[src/rtl/mem_arbiter.sv]
// N-channel arbiter in front of memory_unit: grants one client at a time, drives its
// request to memory, and returns registered read data with a one-cycle done pulse.
`ifndef MEMORY_ADDR_WIDTH
`define MEMORY_ADDR_WIDTH 16
`endif
`ifndef MEMORY_DATA_WIDTH
`define MEMORY_DATA_WIDTH 16
`endif

module mem_arbiter #(
    parameter int N_CH    = 2,
    parameter int ADDR_W  = `MEMORY_ADDR_WIDTH,
    parameter int DATA_W  = `MEMORY_DATA_WIDTH,
    parameter int RR_MODE = 0
) (
    input  logic                     clk,
    input  logic                     rst,
    input  logic [N_CH-1:0]          ch_execute,
    input  logic [2*N_CH-1:0]        ch_func,
    input  logic [ADDR_W*N_CH-1:0]   ch_address,
    input  logic [DATA_W*N_CH-1:0]   ch_write_data,
    input  logic [N_CH-1:0]          ch_lock,
    output logic [N_CH-1:0]          ch_done,
    output logic [DATA_W-1:0]        ch_read_data,
    output logic [N_CH-1:0]          grant,
    output logic [2:0]               grant_idx,
    output logic                     mem_execute,
    output logic [1:0]               mem_func,
    output logic [ADDR_W-1:0]        mem_address,
    output logic [DATA_W-1:0]        mem_write_data,
    input  logic                     mem_ready,
    input  logic [DATA_W-1:0]        mem_read_data
);

    typedef enum logic [1:0] {
        ST_IDLE,
        ST_ISSUE,
        ST_WAIT,
        ST_DONE
    } state_t;

    localparam logic [N_CH-1:0] ONE_HOT0 = N_CH'(1);

    state_t             state_q, state_d;
    logic [N_CH-1:0]    grant_q, grant_d;
    logic [2:0]         grant_idx_q, grant_idx_d;
    logic [2:0]         rr_ptr_q, rr_ptr_d;
    logic               locked_q, locked_d;
    logic               fell_q, fell_d;
    logic [N_CH-1:0]    ch_done_q, ch_done_d;
    logic [DATA_W-1:0]  rdata_q, rdata_d;
    logic               mem_exec_q, mem_exec_d;
    logic [1:0]         mem_func_q, mem_func_d;
    logic [ADDR_W-1:0]  mem_addr_q, mem_addr_d;
    logic [DATA_W-1:0]  mem_wdata_q, mem_wdata_d;

    logic               win_valid;
    logic [2:0]         win_idx;
    logic               lock_sel;
    int                 cand;

    // While locked only the owner may win; otherwise scan from index 0 or from rr pointer + 1.
    always_comb begin
        win_valid = 1'b0;
        win_idx   = '0;
        cand      = 0;
        if (locked_q) begin
            for (int k = 0; k < N_CH; k++) begin
                if (k == int'(grant_idx_q) && ch_execute[k]) begin
                    win_valid = 1'b1;
                    win_idx   = grant_idx_q;
                end
            end
        end else begin
            for (int i = 0; i < N_CH; i++) begin
                cand = (RR_MODE != 0) ? (int'(rr_ptr_q) + 1 + i) : i;
                if (cand >= N_CH) begin
                    cand = cand - N_CH;
                end
                for (int k = 0; k < N_CH; k++) begin
                    if (!win_valid && k == cand && ch_execute[k]) begin
                        win_valid = 1'b1;
                        win_idx   = 3'(k);
                    end
                end
            end
        end
    end

    always_comb begin
        lock_sel = 1'b0;
        for (int k = 0; k < N_CH; k++) begin
            if (k == int'(grant_idx_q)) begin
                lock_sel = ch_lock[k];
            end
        end
    end

    always_comb begin
        state_d     = state_q;
        grant_d     = grant_q;
        grant_idx_d = grant_idx_q;
        rr_ptr_d    = rr_ptr_q;
        locked_d    = locked_q;
        fell_d      = fell_q;
        ch_done_d   = '0;
        rdata_d     = rdata_q;
        mem_exec_d  = 1'b0;
        mem_func_d  = mem_func_q;
        mem_addr_d  = mem_addr_q;
        mem_wdata_d = mem_wdata_q;

        unique case (state_q)
            ST_IDLE: begin
                if (win_valid) begin
                    grant_d     = ONE_HOT0 << win_idx;
                    grant_idx_d = win_idx;
                    for (int k = 0; k < N_CH; k++) begin
                        if (k == int'(win_idx)) begin
                            mem_func_d  = ch_func[2*k +: 2];
                            mem_addr_d  = ch_address[ADDR_W*k +: ADDR_W];
                            mem_wdata_d = ch_write_data[DATA_W*k +: DATA_W];
                        end
                    end
                    state_d = ST_ISSUE;
                end
            end
            ST_ISSUE: begin
                if (mem_ready) begin
                    mem_exec_d = 1'b1;
                    fell_d     = 1'b0;
                    state_d    = ST_WAIT;
                end
            end
            ST_WAIT: begin
                // Completion is the rising edge of is_ready after it has been seen low.
                if (!mem_ready) begin
                    fell_d = 1'b1;
                end else if (fell_q) begin
                    rdata_d   = mem_read_data;
                    ch_done_d = grant_q;
                    state_d   = ST_DONE;
                end
            end
            ST_DONE: begin
                rr_ptr_d = grant_idx_q;
                if (lock_sel) begin
                    locked_d = 1'b1;
                end else begin
                    locked_d    = 1'b0;
                    grant_d     = '0;
                    grant_idx_d = '0;
                end
                state_d = ST_IDLE;
            end
            default: begin
                state_d = ST_IDLE;
            end
        endcase
    end

    always_ff @(posedge clk or negedge rst) begin
        if (!rst) begin
            state_q     <= ST_IDLE;
            grant_q     <= '0;
            grant_idx_q <= '0;
            rr_ptr_q    <= 3'(N_CH - 1);
            locked_q    <= 1'b0;
            fell_q      <= 1'b0;
            ch_done_q   <= '0;
            rdata_q     <= '0;
            mem_exec_q  <= 1'b0;
            mem_func_q  <= '0;
            mem_addr_q  <= '0;
            mem_wdata_q <= '0;
        end else begin
            state_q     <= state_d;
            grant_q     <= grant_d;
            grant_idx_q <= grant_idx_d;
            rr_ptr_q    <= rr_ptr_d;
            locked_q    <= locked_d;
            fell_q      <= fell_d;
            ch_done_q   <= ch_done_d;
            rdata_q     <= rdata_d;
            mem_exec_q  <= mem_exec_d;
            mem_func_q  <= mem_func_d;
            mem_addr_q  <= mem_addr_d;
            mem_wdata_q <= mem_wdata_d;
        end
    end

    assign ch_done        = ch_done_q;
    assign ch_read_data   = rdata_q;
    assign grant          = grant_q;
    assign grant_idx      = grant_idx_q;
    assign mem_execute    = mem_exec_q;
    assign mem_func       = mem_func_q;
    assign mem_address    = mem_addr_q;
    assign mem_write_data = mem_wdata_q;

endmodule

[config.mk]
export PLATFORM = sky130hd
export DESIGN_NAME = mem_arbiter
export DESIGN_NICKNAME = d
export VERILOG_FILES = /design/src/rtl/mem_arbiter.sv
export SDC_FILE = /design/constraint.sdc
export NUM_CORES = 1
export LEC_CHECK = 0
export ABC_AREA = 1
export CAP_MARGIN = 20
export CORE_MARGIN = 5
export CORE_UTILIZATION = 35
export CTS_CLUSTER_DIAMETER = 100
export CTS_CLUSTER_SIZE = 12
export DETAILED_ROUTE_END_ITERATION = 12
export GPL_ROUTABILITY_DRIVEN = 0
export PLACE_DENSITY = 0.77
export RECOVER_POWER = 100
export SKIP_CTS_REPAIR_TIMING = 1
export SLEW_MARGIN = 10
export SYNTH_ARGS = -nofsm -noshare
export SYNTH_HDL_FRONTEND = slang
export SYNTH_SLANG_ARGS = --single-unit
[constraint.sdc]
create_clock -name clk -period 1.4 [get_ports clk]
set_input_delay 0.21 -clock clk [delete_from_list [all_inputs] [get_ports clk]]
set_output_delay 0.21 -clock clk [all_outputs]
set_load 0.05 [all_outputs]
==> results of run 1 <==
-- synthesized netlist by cell type --
library cell / number
sky130_fd_sc_hd__nand2_1: 224
sky130_fd_sc_hd__dfrtp_1: 62
sky130_fd_sc_hd__mux2_2: 12
sky130_fd_sc_hd__inv_1: 11
sky130_fd_sc_hd__buf_6: 7
sky130_fd_sc_hd__nor2_1: 7
sky130_fd_sc_hd__nand3_1: 6
sky130_fd_sc_hd__ha_1: 4
sky130_fd_sc_hd__mux2_1: 4
sky130_fd_sc_hd__buf_2: 3
sky130_fd_sc_hd__buf_4: 3
sky130_fd_sc_hd__o21ai_0: 3
sky130_fd_sc_hd__inv_2: 2
sky130_fd_sc_hd__nand2_2: 2
sky130_fd_sc_hd__nand2_4: 2
sky130_fd_sc_hd__nand4_1: 2
sky130_fd_sc_hd__a21oi_1: 1
sky130_fd_sc_hd__clkinv_4: 1
sky130_fd_sc_hd__inv_4: 1
sky130_fd_sc_hd__nand3_4: 1
sky130_fd_sc_hd__nand3b_4: 1
sky130_fd_sc_hd__nor2_4: 1
sky130_fd_sc_hd__or2_2: 1
sky130_fd_sc_hd__or3b_2: 1
-- area by class of cell --
cell class                      count  area [sq um]  area share [%]
Multi-Input combinational cell    273          1420            29.6
Timing Repair Buffer              165          1440            30.0
Sequential cell                    62          1560            32.5
Inverter                           15          81.3            1.70
Clock inverter                      4          22.5           0.470
Tap cell                          105           131            2.74
Clock buffer                       12           145            3.03
-- per-stage QoR --
stage          util, %  cell area, sq um
5_1_grt           58.0              4790
4_1_cts           65.0              5370
3_5_place_dp      63.0              5200
2_1_floorplan        -              3010
3_3_place_gp      63.0              5200
6_report          58.0              4790
-- metal layers --
layer / routed length, microns / part of all wire [%]
met3: 1000 / 10
met5: 0 / 0
met4: 170 / 1.7
met2: 5040 / 51
met1: 3630 / 37
-- power groups by stage --
stage	registers [mW]	logic, mW	clock network, mW
6_report	3.13	6.77	1.36
5_1_grt	3.23	7.28	1.50
4_1_cts	3.51	8.65	1.40
3_5_place_dp	3.53	8.62	0
3_3_place_gp	3.47	8.49	0
2_1_floorplan	5.66	2.06	0
-- worst min-delay path: cells and delay by family, from the launching register on --
kind             cells  cell delay [ns]
AND/OR/NAND/NOR      2             0.10
flip-flops           1             0.34
-- state kept, by name, summed over array words and instances, names as in the netlist --
name / count
mem_address: 16
state_q: 2
mem_execute: 1
grant_idx: 3
ch_done: 2
locked_q: 1
ch_read_data: 16
mem_write_data: 16
mem_func: 2
fell_q: 1
grant: 2
-- how the worst max path moves through the flow --
stage | from | to | depth (start not counted)
after floorplan | grant_idx[0] | mem_address[0] | 8
after global placement | ch_execute[1] | mem_write_data[11] | 8
after detailed placement | ch_execute[1] | mem_write_data[6] | 8
after CTS | state_q[0] | grant_idx[1] | 6
after global routing | state_q[0] | grant_idx[1] | 6
final | state_q[0] | ch_read_data[5] | 5
-- cells by family (layout without fill, tap and decap cells) --
family | count (synthesis) | in the layout | synth area share, %
AOI/OAI and AO/OA | 4 | 4 | 0.669
muxes | 16 | 16 | 6.03
DFF | 62 | 62 | 51.9
and+or+nand+nor | 248 | 249 | 33.7
buffers and inverters | 28 | 196 | 6.03
adders and majority gates | 4 | 4 | 1.67
==> metrics.csv, run 1 <==
metric,value,unit
power_dens_cells,2350,nW/um^2
cts_sinks,62,
grt_pass1_vias,3111,
design.die.area,10500,sq um
setup.worst_path.start_class,flip-flop,
place.port_buffers,148,
path_clk_slew,0.07,ns
globalRouteMet3Util,6.48,%
worstPathMaxFanout,8,
synth.ff_latch_count,62,
grt.busiest_layer,met2,
design.core.area,8260,sq um
synthDominantAreaCellType,sky130_fd_sc_hd__dfrtp_1,
ioPinCount,149,
postSynthAreaPerCell,8.26,sq um
area_growth,60.2,%
power_report.internal_total,5.31,mW
leakage_dissipation,2.54,nW
switching_share,52.8,%
r2r.worst_path.cells,5,
hold_end,mem_write_data[14],
grt_antenna_before_repair,0,
worst_slew_pin_slew,0.804,ns
power.net_switching,5.94,mW
share_seq_of_total_power,27.8,%
placed_cell_count,613,
top_library_cells_by_usage_in_the_layout_fill_and_taps_aside,"sky130_fd_sc_hd__nand2_1 (205), sky130_fd_sc_hd__clkdlybuf4s50_1 (89), sky130_fd_sc_hd__dfrtp_1 (59)",
min-delay-start,mem_write_data[14],
globalRoute.totalOverflow,0,
gr-usage-met1,19.6,%
routed-via-count,2987,
worst-path-buf-inv,2,
r2r-end,ch_read_data[5],
finalCritPeriodShare,103,%
cp-end-kind,flip-flop,
path_cells,"inv_2, ha_4, buf_12, nand3_4, mux2_2",
maximum_number_of_pins_on_one_net_before_global_route_repair,63,
gr-usage-met2,30.5,%
required,1.61,ns
failed_checks,negative setup slack,
clock_power_share,12.1,%
slew_headroom,46.4,%
clock_tree.root_cell,sky130_fd_sc_hd__clkbuf_8,
post_synth_main_area_contributors,"sky130_fd_sc_hd__dfrtp_1 (52%), sky130_fd_sc_hd__nand2_1 (28%), sky130_fd_sc_hd__mux2_2 (4.5%)",
grt_setup_unrepaired,yes,
insertedDiodeCount,0,
drv_cap,0,
max-clock-path-buffers,2,
status,finished with violations,
final_antenna_net_count,0,
syn_area,2990,sq um
finalWirelength,9.84,mm
min_path_type,reg2reg,
nFillCells,735,
critical_path_arrival,1.65,ns
fin_worst_skew,0.00910,ns
via_per_inst,4.70,
achievable-frequency,0.696,GHz
yosysWarnings,0,
netlist_instances,362,
drt_first_pass_iters,4,
grt.total_usage,17.4,%
floorplan.die.height,102,microns
timing.hold.worst_path_depth,2,
design_power_total,11.3,mW
worst_path_largest_cell_delay,0.44,ns
synth.net_count,457,
critical_path.slowest_cell,sky130_fd_sc_hd__dfrtp_1,
period_needed,1.44,ns
r2r-start,state_q[0],
drt_iter0_drc,75,
worstSetupPathType,reg2reg,
combinationalPowerShare,60.1,%
dp_hpwl,6.97,mm
peakVddDrop,1.35,mV
dp_worst_setup_slack,-0.224,ns
cts_inserted_buffers,9,
finalSetupTns,-0.255,ns
cp_top_family,flip-flops,
synth.lib_cells_used.distinct,24,
hold-worst-slack,0.473,ns
r2r_slack,-0.04,ns
post-route-worst-setup-slack,-0.0365,ns
die_width,102,microns
placement_rows,33,
clk-insertion-delay-late,0.33,ns
final_max_slew_viol_count,0,
synth_seq_area_share,51.9,%
report.final.hold_viol_count,0,
htree_num_levels,3,
synth_top_cell_area_share,51.9,%
nNetsFinal,621,
first_pass_grt_wire_length,14.3,mm
tritoncts,yes,
layout_cells_sized_above_1,27.7,%
layout_commonest_cell,sky130_fd_sc_hd__nand2_1,
post_drt_wl_per_cell,15.5,microns
setup_viol_count_final,8,
drt_drc_violations_left,0,
initial_core_util,36.2,%
post_layout_nonfiller_instances,636,
Power figures use the tool's default switching activity.
==> inputs of run 2 (changes only) <==
--- a/config.mk
+++ b/config.mk
@@ -7,7 +7,6 @@
 export LEC_CHECK = 0
 export ABC_AREA = 1
 export CAP_MARGIN = 20
-export CORE_MARGIN = 5
 export CORE_UTILIZATION = 35
 export CTS_CLUSTER_DIAMETER = 100
 export CTS_CLUSTER_SIZE = 12
==> metrics.csv, run 2 (same netlist as run 1, synthesis figures left out) <==
metric,value,unit,change
failed_checks,negative setup slack,,
setup_viol_count_final,9,,+1
period_needed,1.41,ns,-0.0217 ns
layout_cells_sized_above_1,33.6,%,+5.9 points
post_drt_wl_per_cell,14.5,microns,-6.5%
grt_antenna_before_repair,0,,unchanged
globalRoute.totalOverflow,0,,unchanged
power_report.internal_total,7.24,mW,+36%
path_clk_slew,0.07,ns,about the same
finalWirelength,9.28,mm,-5.8%
clock_power_share,9.8,%,-2.3 points
required,1.62,ns,about the same
post-route-worst-setup-slack,-0.0149,ns,+0.0217 ns
htree_num_levels,3,,unchanged
final_antenna_net_count,0,,unchanged
worstSetupPathType,reg2reg,,
share_seq_of_total_power,25.5,%,-2.3 points
drv_cap,0,,unchanged
critical_path_arrival,1.63,ns,-0.02 ns
insertedDiodeCount,0,,unchanged
critical_path.slowest_cell,sky130_fd_sc_hd__dfrtp_2,,
finalSetupTns,-0.0628,ns,+0.192 ns
design_power_total,13.8,mW,+22%
nNetsFinal,626,,+0.81%
drt_drc_violations_left,0,,unchanged
top_library_cells_by_usage_in_the_layout_fill_and_taps_aside,"sky130_fd_sc_hd__nand2_1 (180), sky130_fd_sc_hd__clkdlybuf4s50_1 (89), sky130_fd_sc_hd__dfrtp_1 (58)",,
worst_path_most_repeated_cell,sky130_fd_sc_hd__nand2_2,,
first_pass_grt_wire_length,12.2,mm,-15%
final_standard_cell_utilization_of_the_core,67.1,%,+9.1 points
ioPinCount,149,,unchanged
worst_path_largest_cell_delay,0.46,ns,+0.02 ns
clock_tree.root_cell,sky130_fd_sc_hd__clkbuf_8,,
placed_area,5210,sq um,about the same
cts_sinks,62,,unchanged
timing.critical_path.to,mem_address[12],,
maximum_number_of_pins_on_one_net_before_global_route_repair,63,,unchanged
finalCritPeriodShare,101,%,-1.5 points
cp_top_family,simple AND/OR/NAND/NOR gates,,
r2r-end,mem_address[12],,
floorplan.die.height,94.4,microns,-7.8%
crit_cells,9,,+4
cp-end-kind,flip-flop,,
initial_core_util,36.2,%,unchanged
max-clock-path-buffers,2,,unchanged
layout_commonest_cell,sky130_fd_sc_hd__nand2_1,,
fin_worst_skew,0.0109,ns,+0.00175 ns
grt_pass1_vias,2718,,-13%
r2r_slack,-0.01,ns,+0.02 ns
drt_first_pass_iters,4,,unchanged
grt_setup_unrepaired,yes,,
setup.worst_path.start_class,flip-flop,,
placement_rows,33,,unchanged
combinationalPowerShare,64.7,%,+4.6 points
status,finished with violations,,
power.net_switching,6.53,mW,+10%
power_dens_cells,2490,nW/um^2,+5.8%
r2r-start,grant_idx[0],,
area_growth,85.2,%,
dp_worst_setup_slack,-0.247,ns,-0.0231 ns
die_width,94.4,microns,-7.8%
cts_inserted_buffers,9,,unchanged
min-delay-start,mem_read_data[12],,
grt.total_usage,17.9,%,+0.53 points
worst_slew_pin_slew,0.843,ns,+0.0396 ns
switching_share,47.4,%,-5.3 points
leakage_dissipation,2.74,nW,+8.0%
place.port_buffers,148,,unchanged
worstPathMaxFanout,8,,unchanged
clk-insertion-delay-late,0.33,ns,about the same
layout.cell_area.non_filler,5540,sq um,+16%
worst-path-buf-inv,1,,-1
peakVddDrop,1.68,mV,+24%
slew_headroom,43.8,%,-2.6 points
dp_hpwl,5.92,mm,-15%
design.core.area,8260,sq um,unchanged
achievable-frequency,0.707,GHz,+1.5%
routed-via-count,2976,,-0.37%
via_per_inst,4.64,,-1.1%
final_max_slew_viol_count,0,,unchanged
path_cells,"nor2_4, nand2_2, nand2_2, nand2_2, nand2_4, nand2_8, clkbuf_16, nand2_2, nand2_1",,
critical_path.startpoint,grant_idx[0],,
min_path_type,in2reg,,
r2r.worst_path.cells,9,,+4
design.die.area,8920,sq um,-15%
tritoncts,yes,,
drt_iter0_drc,81,,+8.0%
report.final.hold_viol_count,0,,unchanged
run 2: cell count changes in the layout (fill, tap and decap cells not counted), moves of 2 or more:
cell and delta:
sky130_fd_sc_hd__buf_12 +39, sky130_fd_sc_hd__clkbuf_16 +2, sky130_fd_sc_hd__clkbuf_2 -39, sky130_fd_sc_hd__nand2_1 -25, sky130_fd_sc_hd__nand2_2 +26, sky130_fd_sc_hd__nand2_4 -2
run 2: worst min-delay path by stage:
stage / slack, ns / depth (start not counted) / to
floorplan: -0.09 / 0 / ch_done[0]
global placement: 0.25 / 2 / mem_address[11]
detailed placement: 0.24 / 2 / mem_address[11]
CTS: -0.13 / 2 / mem_address[11]
global route: 0.47 / 2 / ch_read_data[5]
finish: 0.48 / 2 / ch_read_data[12]
run 2: through the flow:
stage / hold slack (ns) / std cells
after floorplan: -0.0856 / 362
after global placement: 0.249 / 612
after detailed placement: 0.240 / 612
after CTS: -0.127 / 628
after global routing: 0.471 / 641
final: 0.483 / 641
run 2: cell type report:
class | count | area, sq um
Clock inverter | 4 | 22.5
Multi-Input combinational cell | 274 | 1510
Timing Repair inverter | 1 | 8.76
Fill cell | 622 | 2720
Sequential cell | 62 | 1560
Inverter | 15 | 81.3
Clock buffer | 12 | 145
Tap cell | 105 | 131
Timing Repair Buffer | 168 | 2090
run 2: power groups by stage:
stage	logic (mW)	registers [mW]	clock network (mW)
floorplan	2.06	5.66	0
global placement	8.44	3.49	0
detailed placement	8.58	3.54	0
CTS	8.60	3.50	1.39
global route	9.39	3.61	1.46
finish	8.91	3.52	1.35
run 2: per-layer routing:
metal	global-route usage [%]	up-vias	part of all wire, %
li1	-	1450	-
met1	19.7	1398	37
met2	30.1	118	53
met3	7.57	10	8.7
met4	7.69	0	1.2
met5	0	-	0
run 2: worst reg2reg max path, stage by stage, from the launching register on:
cell and delay (ns):
sky130_fd_sc_hd__dfrtp_2 0.46, sky130_fd_sc_hd__nor2_4 0.11, sky130_fd_sc_hd__nand2_2 0.07, sky130_fd_sc_hd__nand2_2 0.06, sky130_fd_sc_hd__nand2_2 0.08, sky130_fd_sc_hd__nand2_4 0.11
sky130_fd_sc_hd__nand2_8 0.12, sky130_fd_sc_hd__clkbuf_16 0.20, sky130_fd_sc_hd__nand2_2 0.05, sky130_fd_sc_hd__nand2_1 0.05
